File: src/rtl/pending_priority_encoder.sv
// rtl/pending_priority_encoder.sv - captures request events and emits one priority-encoded index per handshake
module pending_priority_encoder #(
  parameter int  N        = 8,
  parameter bit  PRIO_LSB = 1'b1,
  parameter bit  EDGE     = 1'b1,
  localparam int W        = $clog2(N)
) (
  input  logic         clk,
  input  logic         rst,
  input  logic         en,
  input  logic [N-1:0] d,
  input  logic         out_ready,
  output logic         out_valid,
  output logic [W-1:0] out_idx,
  output logic [N-1:0] pending,
  output logic         overflow
);

  typedef enum logic {IDLE = 1'b0, HOLD = 1'b1} state_t;

  state_t       state;
  logic [N-1:0] d_q;
  logic [N-1:0] cap;
  logic         load;
  logic [W-1:0] prio_idx;
  logic [N-1:0] load_mask;
  logic [N-1:0] pending_next;
  logic         overflow_next;

  // Previous sample of d; tracked regardless of en so enabling never fakes an edge
  always_ff @(posedge clk) begin
    if (rst) d_q <= '0;
    else     d_q <= d;
  end

  // Capture vector: rising edges or levels, gated by en
  always_comb begin
    cap = '0;
    if (en) cap = EDGE ? (d & ~d_q) : d;
  end

  // Priority select: the last assignment in the scan wins, so scan away from the winning end
  always_comb begin
    prio_idx = '0;
    if (PRIO_LSB) begin
      for (int i = N - 1; i >= 0; i--)
        if (pending[i]) prio_idx = W'(i);
    end else begin
      for (int i = 0; i < N; i++)
        if (pending[i]) prio_idx = W'(i);
    end
  end

  // Load decision, pending next-state and lost-event detection
  always_comb begin
    load      = (!out_valid || out_ready) && (|pending);
    load_mask = '0;
    if (load) load_mask[prio_idx] = 1'b1;
    // a capture on the bit being loaded re-pends it instead of being lost
    pending_next  = (pending & ~load_mask) | cap;
    overflow_next = EDGE ? (|(cap & pending & ~load_mask)) : 1'b0;
  end

  // Pending mask and overflow pulse registers
  always_ff @(posedge clk) begin
    if (rst) begin
      pending  <= '0;
      overflow <= 1'b0;
    end else begin
      pending  <= pending_next;
      overflow <= overflow_next;
    end
  end

  // Output register FSM: IDLE has nothing to offer, HOLD presents out_idx until accepted
  always_ff @(posedge clk) begin
    if (rst) begin
      state     <= IDLE;
      out_valid <= 1'b0;
      out_idx   <= '0;
    end else begin
      case (state)
        IDLE: begin
          if (load) begin
            state     <= HOLD;
            out_valid <= 1'b1;
            out_idx   <= prio_idx;
          end
        end
        HOLD: begin
          if (load) begin
            out_idx <= prio_idx;
          end else if (out_ready) begin
            state     <= IDLE;
            out_valid <= 1'b0;
          end
        end
        default: begin
          state     <= IDLE;
          out_valid <= 1'b0;
        end
      endcase
    end
  end

endmodule
File: config.mk
export PLATFORM = sky130hd
export DESIGN_NAME = pending_priority_encoder
export DESIGN_NICKNAME = d
export VERILOG_FILES = /design/src/rtl/pending_priority_encoder.sv
export SDC_FILE = /design/constraint.sdc
export NUM_CORES = 1
export LEC_CHECK = 0
export ABC_AREA = 1
export BUFFER_PORTS_ARGS = -buffer_cell sky130_fd_sc_hd__buf_2
export CAP_MARGIN = 20
export CELL_PAD_IN_SITES_DETAIL_PLACEMENT = 0
export CELL_PAD_IN_SITES_GLOBAL_PLACEMENT = 1
export CORE_AREA = 2 2 57 59
export CTS_CLUSTER_DIAMETER = 150
export DETAILED_ROUTE_END_ITERATION = 8
export DIE_AREA = 0 0 59 61
export HOLD_SLACK_MARGIN = 0.06
export PLACE_DENSITY_LB_ADDON = 0.3
export SLEW_MARGIN = 10
export SYNTH_ARGS = -nofsm -noshare
export SYNTH_HDL_FRONTEND = slang
export SYNTH_SLANG_ARGS = --single-unit
File: constraint.sdc
create_clock -name clk -period 1.8 [get_ports clk]
set_clock_uncertainty 0.05 [all_clocks]
set_input_delay 0.27 -clock clk [delete_from_list [all_inputs] [get_ports clk]]
set_output_delay 0.27 -clock clk [all_outputs]
set_load 0.02 [all_outputs]
======== Word level (Yosys, flattened, before mapping) ========
Index checks and enable logic that the tools add are counted.
cells by class
  reductions and logical operators ........ 7
  mux-type cells .......................... 21
  eq/ne operators ......................... 3
  bitwise gates (word level) .............. 8
  order comparisons ....................... 2
operators with widths
  kind                                                  count
  bitwise AND 8 bit                                     4
  2-to-1 mux 3 bit                                      9
  2-to-1 mux 8 bit                                      2
  NOT 8 bit                                             2
  OR reduction 8 bit                                    2
  bitwise OR 8 bit                                      1
  2-to-1 mux 1 bit                                      7
  inequality test 2 bit (second input constant)         3
  < comparator 3 x 4 -> 1 bit (second input constant)   1
  one-hot mux 1 bit (2 select lines)                    2
  demux 1 bit (select 3 bit)                            1
  >= comparator 3 x 1 -> 1 bit (second input constant)  1
  AND reduction 3 bit                                   1
  logical AND 1 bit                                     2
  logical NOT 1 bit                                     1
  logical OR 1 bit                                      1
  NOT 1 bit                                             1
storage, ports and cells
  output and inout port bits .............. 13
  bits of input ports ..................... 12
  bits in registers ....................... 22

======== Logic depth before layout (Yosys ltp) ========
Gate-level depths: netlist (run 1).
  depth in word-level cells ............... 16
  gate-level depth with buffers ........... 13
  gate-level depth less buffers ........... 13

======== Worst setup path after synthesis (run 1) ========
No wires, ideal clock.
  kind .................................... register to register
  start point ............................. reg pending[6]
  end point ............................... reg overflow
  setup time .............................. 0.131 ns
  setup slack ............................. 0.275 ns
  arrival ................................. 1.345 ns
  stages on the path, launching flop included .. 14
  cells stage by stage .................... dfxtp_1 -> inv_1 -> nand2_1 -> nand2_1 -> nand2_1 -> nand2_1 -> nand2_1 -> nand2_2 -> nand2_1 -> nand3_1 -> nand2_1 -> nand2_1 -> nor2_1 -> a21oi_2
between the ends
  word-level cells in the longest chain between the ends .. 15
  elaborated cells between the ends (all ways) .. 19
  those cells by class .................... order compare (2); mux (10); bitwise (3); reduce/logical (4)
ends and longest elaborated chain
  what                                                                                                      RTL line  RTL
  start: declaration                                                                                        15        output logic [N-1:0] pending,
  start signal: assignment                                                                                  70        pending <= pending_next;
  2-to-1 mux 3 bit (7 in series)                                                                            47        if (pending[i]) prio_idx = W'(i);
  < comparator 3 x 4 -> 1 bit (implied by the code) / >= comparator 3 x 1 -> 1 bit (equally long branches)  58        if (load) load_mask[prio_idx] = 1'b1;
  logical AND 1 bit (implied by the code)                                                                   58
  2-to-1 mux 1 bit (implied by the code)                                                                    58
  demux 1 bit (select 3 bit)                                                                                58
  2-to-1 mux 8 bit                                                                                          58
  NOT 8 bit                                                                                                 61        overflow_next = EDGE ? (|(cap & pending & ~load_mask)) : 1'b0;
  bitwise AND 8 bit (*)                                                                                     61
  OR reduction 8 bit (*)                                                                                    61
  end signal: assignment                                                                                    71        overflow <= overflow_next;
  end: declaration                                                                                          16        output logic overflow
Mark *: on every way between the ends. The rest lies on a longest branch, timed or not.
A chain may end at the register's enable or synchronous reset.

======== Worst setup path after layout (run 1) ========
  start point ............................. reg pending[0]
  end point ............................... reg overflow
between the ends
  word-level cells in the longest chain between the ends .. 9
  elaborated cells between the ends (all ways) .. 13
  those cells by class .................... order compare (2); mux (4); bitwise (3); reduce/logical (4)
ends and longest elaborated chain
  what                                                                                                      RTL line
  2-to-1 mux 3 bit                                                                                          47
  < comparator 3 x 4 -> 1 bit (implied by the code) / >= comparator 3 x 1 -> 1 bit (equally long branches)  58
  logical AND 1 bit (implied by the code)                                                                   58
  2-to-1 mux 1 bit (implied by the code)                                                                    58
  demux 1 bit (select 3 bit)                                                                                58
  2-to-1 mux 8 bit                                                                                          58
  NOT 8 bit                                                                                                 61
  bitwise AND 8 bit (*)                                                                                     61
  OR reduction 8 bit (*)                                                                                    61
Marked as above.

==> results.py, run 1 <==
metrics = {
    "outcome": {
        "run_status": "complete, no violations",
    },
    "worst_hold_path": {
        "worst_hold_path_type": "input pin to flip-flop",
        "worstHoldEndpoint": "d_q[0]$_SDFF_PP0_",
        "worst_hold_path.num_cells": 3,
        "hold_path.startpoint": "d[0]",
    },
    "synth": {
        "post_synth_and_or_nand_nor_area_fraction_pct": 37.24,
        "synth_top_area_share_pct": 42.98,
        "yosys_register_bits": 22,
        "synthArstFlopShare_pct": 0,
        "most_common_cell_in_the_synthesized_netlist": "sky130_fd_sc_hd__nand2_1",
        "synthFlopType": "sky130_fd_sc_hd__dfxtp_1",
        "netlist.top_cell.by_area": "sky130_fd_sc_hd__dfxtp_1",
        "count_of_flip_flops_with_a_built_in_enable_after_synthesis": 0,
        "post_synth_fa_ha_maj_area_fraction_pct": 0,
        "synth.cells.most_frequent": "sky130_fd_sc_hd__nand2_1 (34), sky130_fd_sc_hd__nor2_1 (30), sky130_fd_sc_hd__dfxtp_1 (22)",
        "synthMuxAreaShare_pct": 0,
        "seq_area_frac_synth_pct": 42.98,
        "mapped_avg_cell_area_um2": 6.971,
        "ys.warnings.count": 0,
        "synth-xor-area-share_pct": 0,
        "ys_top_cells_by_area": "sky130_fd_sc_hd__dfxtp_1 (43%), sky130_fd_sc_hd__nand2_1 (12%), sky130_fd_sc_hd__nor2_1 (11%), sky130_fd_sc_hd__inv_1 (7.7%), sky130_fd_sc_hd__a21oi_1 (4.9%)",
        "synth_top_family_by_area": "simple AND/OR/NAND/NOR gates",
        "netlist_area_um2": 1025,
        "yosysUniqueCellTypes": 23,
        "synth_fp_nets": 159,
        "synth_compound_area_share_pct": 9.524,
        "syn-instance-count": 147,
    },
    "place": {
        "placed_area_um2": 1167,
        "portBuffers": 24,
        "gpl.final_weighted_congestion": 0.8160,
        "place.detailed.hpwl_mm": 1.697,
        "dp_worst_setup_slack_ps": 150.8,
        "dpl.cell_count": 201,
    },
    "timing": {
        "final_period_minus_worst_setup_slack_ps": 1626,
        "final.setup.worst_slack_ps": 174.4,
        "min_period_over_period_pct": 90.31,
        "setup_violations": 0,
        "finalSetupTns_ps": 0,
        "finalHoldViolCount": 0,
        "maxClockFrequency_mhz": 615.2,
        "finalMaxSlewViolations": 0,
        "timing.slew.headroom_pct": 71.39,
        "tightest_slew_ps": 429.2,
        "grt_setup_unrepaired": "false",
    },
    "setup_path": {
        "cp_common_cell": "sky130_fd_sc_hd__nor2_4",
        "timing.critical_path.required_ps": 1930,
        "startpoint_type": "flip-flop",
        "timing.critical_path.slowest_cell_delay_ps": 490,
        "regToRegEndpoint": "overflow$_SDFF_PP0_",
        "worstRegToRegCells": 9,
        "crit_buf_inv": 0,
        "cp_slowest_cell": "sky130_fd_sc_hd__dfxtp_1",
        "critical_path.reg2reg.startpoint": "pending[0]$_SDFF_PP0_",
        "cp-end-kind": "flip-flop",
        "timing.reg2reg.setup_slack_ps": 170,
        "timing.critical_path.cells": "nor2_4, nand2_2, nor2_4, nor2_4, nand4_1, nand2_1, nand2_1, nor2_1, a21oi_2",
        "crit_family": "simple AND/OR/NAND/NOR gates",
        "worstPathMaxFanout": 9,
        "critical_path_class": "flip-flop to flip-flop",
        "cp_data_arrival_time_ps": 1750,
    },
    "floorplanning": {
        "dieArea_um2": 3599,
        "floorplan.rows": 20,
        "die_h_um": 61,
        "floorplan.die.width_um": 59,
        "io_pins": 25,
        "initial_utilization_pct": 34.70,
        "core_area_um2": 2953,
    },
    "run": {
        "number_of_max_cap_violations": 0,
    },
    "detailed_routing": {
        "viasPerCell": 4.580,
        "remaining_drc_errors": 0,
        "met3WireLength_um": 56,
        "num_vias": 948,
        "drt_iter0_markers": 29,
        "dr.max_layer_used": "met4",
        "postRouteWirelength_mm": 2.150,
        "met2_wirelength_mm": 1.117,
        "drtAntennaViolNets": 0,
        "post_route_m1_wl_um": 929,
        "wire_per_inst_um": 10.39,
        "drt_pass1_iterations": 4,
    },
    "global_routing": {
        "antenna_found_initial": 0,
        "globalRouteTotalUtil_pct": 13.91,
        "pin_count_of_the_biggest_net_entering_global_routing": 23,
        "grt_pass1_wl_mm": 3.739,
        "number_of_global_route_vias_before_repair": 884,
        "grt-ovfl-total": 0,
    },
    "power": {
        "p_leak_nw": 0.6112,
        "power.density_nw_per_um2": 856.9,
        "power_mw": 1.039,
        "ir_drop_uv": 430.4,
    },
    "clock_tree": {
        "tritoncts": "built",
        "post_cts_resize_count": 0,
        "cts_hold_repair.buffers": 0,
        "cts.htree.levels": 1,
        "cts_post_setup_buffers_inserted": 0,
        "cts_buffers": 3,
        "cts.path.max_buffers": 2,
        "clk-insertion-delay-late_ps": 300,
        "cts.root.buffer_cell": "sky130_fd_sc_hd__clkbuf_4",
        "clkSinkCount": 22,
        "cts.clk_slew.worst_paths_ps": 120,
    },
    "finish": {
        "nNetsFinal": 188,
        "ant_diodes": 0,
        "layout-drive-gt1-share_pct": 24.71,
        "finish.cell_count_without_fillers": 207,
        "syn2layout_area_growth_pct": 18.31,
        "design_area_um2": 1212,
        "fillCellCount": 332,
    },
}
## how the worst max path moves through the flow
stage	startpoint	endpoint	cells past startpoint
floorplan	pending[6]$_SDFF_PP0_	overflow$_SDFF_PP0_	13
global placement	pending[5]$_SDFF_PP0_	overflow$_SDFF_PP0_	9
detailed placement	pending[5]$_SDFF_PP0_	overflow$_SDFF_PP0_	9
CTS	pending[5]$_SDFF_PP0_	overflow$_SDFF_PP0_	9
global route	pending[4]$_SDFF_PP0_	overflow$_SDFF_PP0_	9
finish	pending[0]$_SDFF_PP0_	overflow$_SDFF_PP0_	9
## per-layer routing
layer  vias up  track usage, %
li1        511               -
met1       420           15.80
met2        13           24.92
met3         4           1.919
met4         0           8.117
met5         -               0
## power breakdown
| part | internal, mW | total [mW] | leakage, nW | switching [mW] |
|---|---|---|---|---|
| clock | 0.0779 | 0.216 | 0.0138 | 0.138 |
| sequential | 0.526 | 0.555 | 0.182 | 0.0288 |
| combinational | 0.101 | 0.269 | 0.415 | 0.167 |
| total | 0.705 | 1.04 | 0.611 | 0.334 |
## metrics by stage
stage | hold slack (ps) | util, %
after floorplan | 298.0 | -
after global routing | 107.5 | 41.06
final | 117.6 | 41.06
after CTS | 111.3 | 40.30
after detailed placement | 404.2 | 39.53
after global placement | 400.5 | 39.53
## flip-flops by register name (all words and copies together) (netlist names)
| signal | cells |
|---|---|
| d_q | 8 |
| out_idx | 3 |
| state | 1 |
| out_valid | 1 |
| overflow | 1 |
| pending | 8 |
## layout by cell type (no fill, tap or decap), types with 3 or more instances in the layout
master | netlist | routed
sky130_fd_sc_hd__a21oi_1 | 10 | 10
sky130_fd_sc_hd__buf_2 | 0 | 24
sky130_fd_sc_hd__buf_4 | 0 | 3
sky130_fd_sc_hd__clkbuf_4 | 0 | 3
sky130_fd_sc_hd__dfxtp_1 | 22 | 22
sky130_fd_sc_hd__inv_1 | 21 | 21
sky130_fd_sc_hd__nand2_1 | 34 | 34
sky130_fd_sc_hd__nand3_1 | 3 | 3
sky130_fd_sc_hd__nor2_1 | 30 | 30
sky130_fd_sc_hd__nor2_4 | 4 | 4
sky130_fd_sc_hd__nor3_1 | 3 | 3
## area by class of cell
type / count / area, µm² / area share, %
Clock buffer: 3 / 22.52 / 1.858
Inverter: 23 / 86.33 / 7.121
Multi-Input combinational cell: 99 / 479.2 / 39.53
Sequential cell: 22 / 440.4 / 36.33
Tap cell: 33 / 41.29 / 3.406
Timing Repair Buffer: 27 / 142.6 / 11.76
## worst reg2reg max path: stages (launching register included)
cell and delay [ps]:
sky130_fd_sc_hd__dfxtp_1 490, sky130_fd_sc_hd__nor2_4 70, sky130_fd_sc_hd__nand2_2 90, sky130_fd_sc_hd__nor2_4 60, sky130_fd_sc_hd__nor2_4 220, sky130_fd_sc_hd__nand4_1 170, sky130_fd_sc_hd__nand2_1 90, sky130_fd_sc_hd__nand2_1 60
sky130_fd_sc_hd__nor2_1 130, sky130_fd_sc_hd__a21oi_2 70
## kinds of logic (layout without fill, tap and decap cells)
kind of cell | count (synthesis) | in the layout
AOI/OAI and AO/OA | 17 | 17
buffers and inverters | 26 | 53
DFF | 22 | 22
and+or+nand+nor | 82 | 82
Note: power is estimated with default switching activity, not from simulation.
==> run 2: changes to the inputs <==
- CORE_AREA: 2 2 57 59 -> 2 2 60 56
- DIE_AREA: 0 0 59 61 -> 0 0 62 58
==> run 2 against run 1 <==
  * Non-clock buffer count is 3 lower
  * Clock power is 24% higher
  * Highest routed layer unchanged
  * Critical path type unchanged
  * Combinational power is 7.4% lower
  * Core utilization is 0.18 points lower
  * Critical path depth stayed put
  * Design area is 0.21% higher
==> results.py, run 2 (synthesized netlist as in run 1, its figures left out) <==
metrics = {
    "detailed_routing": {
        "drt_iter0_markers": 33,
        "wire_per_inst_um": 9.785,
        "viasPerCell": 4.299,
        "drt_pass1_iterations": 4,
        "remaining_drc_errors": 0,
        "num_vias": 920,
        "drtAntennaViolNets": 0,
        "postRouteWirelength_mm": 2.094,
    },
    "clock_tree": {
        "cts_post_setup_buffers_inserted": 0,
        "tritoncts": "built",
        "cts.htree.levels": 1,
        "post_cts_resize_count": 0,
        "cts_hold_repair.buffers": 0,
        "cts.path.max_buffers": 2,
        "clk-insertion-delay-late_ps": 300,
        "cts.root.buffer_cell": "sky130_fd_sc_hd__clkbuf_4",
        "cts_buffers": 3,
        "clkSinkCount": 22,
        "cts.clk_slew.worst_paths_ps": 120,
    },
    "setup_path": {
        "startpoint_type": "flip-flop",
        "timing.critical_path.required_ps": 1940,
        "critical_path_class": "flip-flop to flip-flop",
        "cp_slowest_cell": "sky130_fd_sc_hd__dfxtp_1",
        "worstPathMaxFanout": 11,
        "crit_family": "simple AND/OR/NAND/NOR gates",
        "timing.critical_path.slowest_cell_delay_ps": 470,
        "cp_data_arrival_time_ps": 1770,
        "crit_buf_inv": 0,
        "cp-end-kind": "flip-flop",
        "timing.critical_path.cells": "nor2_4, nand2_2, nor2_4, nor2_4, nand4_1, nand2_1, nand2_1, nor2_1, a21oi_2",
        "cp_common_cell": "sky130_fd_sc_hd__nor2_4",
    },
    "floorplanning": {
        "floorplan.rows": 19,
        "core_area_um2": 2972,
        "die_h_um": 58,
        "floorplan.die.width_um": 62,
        "io_pins": 25,
        "initial_utilization_pct": 34.48,
        "dieArea_um2": 3596,
    },
    "global_routing": {
        "grt_pass1_wl_mm": 3.436,
        "grt-ovfl-total": 0,
        "globalRouteTotalUtil_pct": 12.91,
        "antenna_found_initial": 0,
        "pin_count_of_the_biggest_net_entering_global_routing": 23,
        "number_of_global_route_vias_before_repair": 800,
    },
    "timing": {
        "final_period_minus_worst_setup_slack_ps": 1630,
        "finalSetupTns_ps": 0,
        "timing.slew.headroom_pct": 72.69,
        "finalHoldViolCount": 0,
        "tightest_slew_ps": 409.6,
        "maxClockFrequency_mhz": 613.3,
        "finalMaxSlewViolations": 0,
        "grt_setup_unrepaired": "false",
        "min_period_over_period_pct": 90.58,
        "setup_violations": 0,
    },
    "outcome": {
        "run_status": "complete, no violations",
    },
    "place": {
        "portBuffers": 24,
        "placed_area_um2": 1179,
        "gpl.final_weighted_congestion": 0.8155,
        "place.detailed.hpwl_mm": 1.655,
    },
    "finish": {
        "mostFrequentLayoutCell": "sky130_fd_sc_hd__nand2_1",
        "finalCoreUtilization_pct": 40.88,
        "nNetsFinal": 185,
        "design_area_um2": 1215,
        "syn2layout_area_growth_pct": 18.56,
        "ant_diodes": 0,
        "most-common-layout-cells": "sky130_fd_sc_hd__nand2_1 (34), sky130_fd_sc_hd__nor2_1 (30), sky130_fd_sc_hd__buf_2 (24)",
        "layout_top_registers": "d_q: 8 flops, pending: 8 flops, out_idx: 3 flops",
        "layout-drive-gt1-share_pct": 23.84,
    },
    "run": {
        "number_of_max_cap_violations": 0,
    },
    "power": {
        "p_leak_nw": 0.6046,
        "power_switching_share_pct": 31.41,
        "p_clk_share_pct": 25.0,
        "power.density_nw_per_um2": 880.7,
        "power.share.combinational_pct": 23.3,
        "power_internal_mw": 0.7339,
        "ir_drop_uv": 427.1,
        "power.switching_mw": 0.3361,
        "seq_power_share_pct": 51.7,
    },
    "worst_hold_path": {
        "worst_hold_path_type": "input pin to flip-flop",
    },
}
-- run 2: cell count changes in the layout (fill, tap and decap cells not counted) --
cell / previous run / this run
sky130_fd_sc_hd__buf_4: 3 / 0
sky130_fd_sc_hd__clkbuf_8: 0 / 1
-- run 2: worst paths after layout --
path                                               from                 endpoint  slack (ps)  depth (start not counted)
worst max-delay path              pending[0]$_SDFF_PP0_      overflow$_SDFF_PP0_         170                          9
worst min register to register  out_idx[2]$_SDFFE_PP0P_  out_idx[2]$_SDFFE_PP0P_         420                          2
worst min-delay path                               d[4]        d_q[4]$_SDFF_PP0_         120                          3
worst max register to register    pending[0]$_SDFF_PP0_      overflow$_SDFF_PP0_         170                          9
-- run 2: per-stage QoR --
step	instances	power (mW)	hold slack, ps	setup WS [ps]
6_report	214	1.070	117.6	169.6
5_1_grt	214	1.148	99.85	42.15
4_1_cts	214	1.085	108.2	167.6
3_5_place_dp	210	0.8174	405.3	184.2
3_3_place_gp	210	0.8119	401.1	174.4
2_1_floorplan	147	0.7540	298.0	274.8
-- run 2: metal layers --
layer | global-route usage (%) | routed length, µm | up-vias
li1 | - | - | 504
met3 | 3.125 | 99 | 4
met5 | 0 | 0 | -
met4 | 5.471 | 27 | 0
met1 | 17.97 | 1032 | 394
met2 | 18.90 | 933 | 18
-- run 2: area by class of cell --
cell class / count / area (µm²)
Tap cell: 42 / 52.55
Multi-Input combinational cell: 99 / 479.2
Sequential cell: 22 / 440.4
Clock buffer: 4 / 36.28
Timing Repair Buffer: 24 / 120.1
Inverter: 23 / 86.33
Fill cell: 333 / 1757
-- run 2: power groups by stage --
| stage | Clock, mW | Sequential (mW) | Combinational [mW] |
|---|---|---|---|
| after detailed placement | 0 | 0.565 | 0.252 |
| after global routing | 0.308 | 0.560 | 0.281 |
| after floorplan | 0 | 0.594 | 0.160 |
| final | 0.267 | 0.554 | 0.249 |
| after CTS | 0.278 | 0.554 | 0.253 |
| after global placement | 0 | 0.564 | 0.248 |
-- run 2: worst register-to-register path, stage by stage, from the launching register on --
cell	delay, ps
sky130_fd_sc_hd__dfxtp_1	470
sky130_fd_sc_hd__nor2_4	70
sky130_fd_sc_hd__nand2_2	90
sky130_fd_sc_hd__nor2_4	50
sky130_fd_sc_hd__nor2_4	250
sky130_fd_sc_hd__nand4_1	180
sky130_fd_sc_hd__nand2_1	90
sky130_fd_sc_hd__nand2_1	50
sky130_fd_sc_hd__nor2_1	140
sky130_fd_sc_hd__a21oi_2	70
==> run 3: changes to the inputs <==
- MAX_ROUTING_LAYER: unset -> met4
==> run 3 against run 2 <==
  * Wire length about the same
  * Sequential share of layout area unchanged
  * Design area is the same
==> results.py, run 3 (synthesized netlist as in run 1, its figures left out) <==
metrics = {
    "power": {
        "power.density_nw_per_um2": 879.3,
        "ir_drop_uv": 425.1,
        "p_leak_nw": 0.6046,
        "power_mw": 1.068,
    },
    "setup_path": {
        "crit_buf_inv": 0,
        "timing.critical_path.cells": "nor2_4, nand2_2, nor2_4, nor2_4, nand4_1, nand2_1, nand2_1, nor2_1, a21oi_2",
        "crit_family": "simple AND/OR/NAND/NOR gates",
        "cp_slowest_cell": "sky130_fd_sc_hd__dfxtp_1",
        "critical_path.startpoint": "pending[0]$_SDFF_PP0_",
        "regToRegEndpoint": "overflow$_SDFF_PP0_",
        "timing.reg2reg.setup_slack_ps": 170,
        "timing.critical_path.slowest_cell_delay_ps": 470,
        "cp_data_arrival_time_ps": 1770,
        "cp_common_cell": "sky130_fd_sc_hd__nor2_4",
        "timing.critical_path.required_ps": 1940,
        "cp-end-kind": "flip-flop",
        "worstPathMaxFanout": 11,
        "critical_path_class": "flip-flop to flip-flop",
        "critical_path.endpoint": "overflow$_SDFF_PP0_",
        "critical_path.reg2reg.startpoint": "pending[0]$_SDFF_PP0_",
        "critical_path_cell_count": 9,
        "startpoint_type": "flip-flop",
        "worstRegToRegCells": 9,
    },
    "place": {
        "place.detailed.hpwl_mm": 1.655,
        "dp_worst_setup_slack_ps": 184.2,
        "gpl.final_weighted_congestion": 0.8276,
        "placed_area_um2": 1179,
        "portBuffers": 24,
        "dpl.cell_count": 210,
    },
    "global_routing": {
        "antenna_found_initial": 0,
        "grt-ovfl-total": 0,
        "grt_pass1_wl_mm": 3.443,
        "globalRouteTotalUtil_pct": 13.29,
        "number_of_global_route_vias_before_repair": 799,
        "pin_count_of_the_biggest_net_entering_global_routing": 23,
    },
    "floorplanning": {
        "core_area_um2": 2972,
        "dieArea_um2": 3596,
        "io_pins": 25,
        "die_h_um": 58,
        "initial_utilization_pct": 34.48,
        "floorplan.die.width_um": 62,
        "floorplan.rows": 19,
    },
    "timing": {
        "final_period_minus_worst_setup_slack_ps": 1632,
        "maxClockFrequency_mhz": 612.8,
        "setup_violations": 0,
        "grt_setup_unrepaired": "false",
        "timing.slew.headroom_pct": 72.88,
        "finalSetupTns_ps": 0,
        "min_period_over_period_pct": 90.66,
        "finalMaxSlewViolations": 0,
        "tightest_slew_ps": 406.8,
        "finalHoldViolCount": 0,
        "final.setup.worst_slack_ps": 168.2,
    },
    "finish": {
        "syn2layout_area_growth_pct": 18.56,
        "layout_top_registers": "d_q: 8 flops, pending: 8 flops, out_idx: 3 flops",
        "design_area_um2": 1215,
        "mostFrequentLayoutCell": "sky130_fd_sc_hd__nand2_1",
        "layout-drive-gt1-share_pct": 23.84,
        "ant_diodes": 0,
        "nNetsFinal": 185,
        "finish.cell_count_without_fillers": 214,
        "most-common-layout-cells": "sky130_fd_sc_hd__nand2_1 (34), sky130_fd_sc_hd__nor2_1 (30), sky130_fd_sc_hd__buf_2 (24)",
    },
    "clock_tree": {
        "cts.clk_slew.worst_paths_ps": 120,
        "cts_hold_repair.buffers": 0,
        "cts.htree.levels": 1,
        "cts_post_setup_buffers_inserted": 0,
        "cts.root.buffer_cell": "sky130_fd_sc_hd__clkbuf_4",
        "clkSinkCount": 22,
        "post_cts_resize_count": 0,
        "cts_buffers": 3,
        "cts.path.max_buffers": 2,
        "tritoncts": "built",
        "clk-insertion-delay-late_ps": 300,
    },
    "detailed_routing": {
        "remaining_drc_errors": 0,
        "viasPerCell": 4.313,
        "wire_per_inst_um": 9.776,
        "drtAntennaViolNets": 0,
        "postRouteWirelength_mm": 2.092,
        "drt_pass1_iterations": 4,
        "drt_iter0_markers": 33,
        "num_vias": 923,
    },
    "outcome": {
        "run_status": "complete, no violations",
    },
    "run": {
        "number_of_max_cap_violations": 0,
    },
    "worst_hold_path": {
        "worst_hold_path_type": "input pin to flip-flop",
    },
}
## run 3: cell counts in the layout (fill, tap and decap cells not counted)
No cell type changed its count.
## run 3: area by class of cell
class	instances	area, µm²
fillers	333	1757
multi-input cells	99	479.2
clock buffers	4	36.28
well taps	42	52.55
inverters	23	86.33
flip-flops and latches	22	440.4
repair buffers	24	120.1
## run 3: worst reg2reg max path: stages (launching register included)
cell and delay [ps]:
sky130_fd_sc_hd__dfxtp_1 470, sky130_fd_sc_hd__nor2_4 70, sky130_fd_sc_hd__nand2_2 90, sky130_fd_sc_hd__nor2_4 50
sky130_fd_sc_hd__nor2_4 250, sky130_fd_sc_hd__nand4_1 180, sky130_fd_sc_hd__nand2_1 90, sky130_fd_sc_hd__nand2_1 50
sky130_fd_sc_hd__nor2_1 140, sky130_fd_sc_hd__a21oi_2 70
## run 3: how the worst min path moves through the flow
stage                            startpoint                      end  cells past startpoint
CTS                                    d[4]        d_q[4]$_SDFF_PP0_                      3
floorplan                               rst   out_valid$_SDFFE_PP0P_                      1
global placement    out_idx[2]$_SDFFE_PP0P_  out_idx[2]$_SDFFE_PP0P_                      2
global route                           d[7]        d_q[7]$_SDFF_PP0_                      3
finish                                 d[0]        d_q[0]$_SDFF_PP0_                      3
detailed placement  out_idx[2]$_SDFFE_PP0P_  out_idx[2]$_SDFFE_PP0P_                      2
## run 3: power by group
part           leakage [nW]  switching, mW  internal (mW)  total [mW]
registers             0.182         0.0277          0.526       0.554
clock network        0.0210          0.142          0.123       0.265
logic                 0.401          0.165         0.0846       0.250
## run 3: stage by stage
stage,hold WS [ps],util [%]
2_1_floorplan,298.0,-
3_3_place_gp,401.1,39.66
6_report,119.6,40.88
5_1_grt,99.85,40.88
4_1_cts,108.2,40.88
3_5_place_dp,405.3,39.66
## run 3: routing by layer
metal  up-vias  GRT usage [%]  routed length [µm]
li1        505              -                   -
met1       396          18.25                1054
met2        17          18.90                 925
met3         5          2.679                  73
met4         0          5.471                  38
met5         -              -                   0
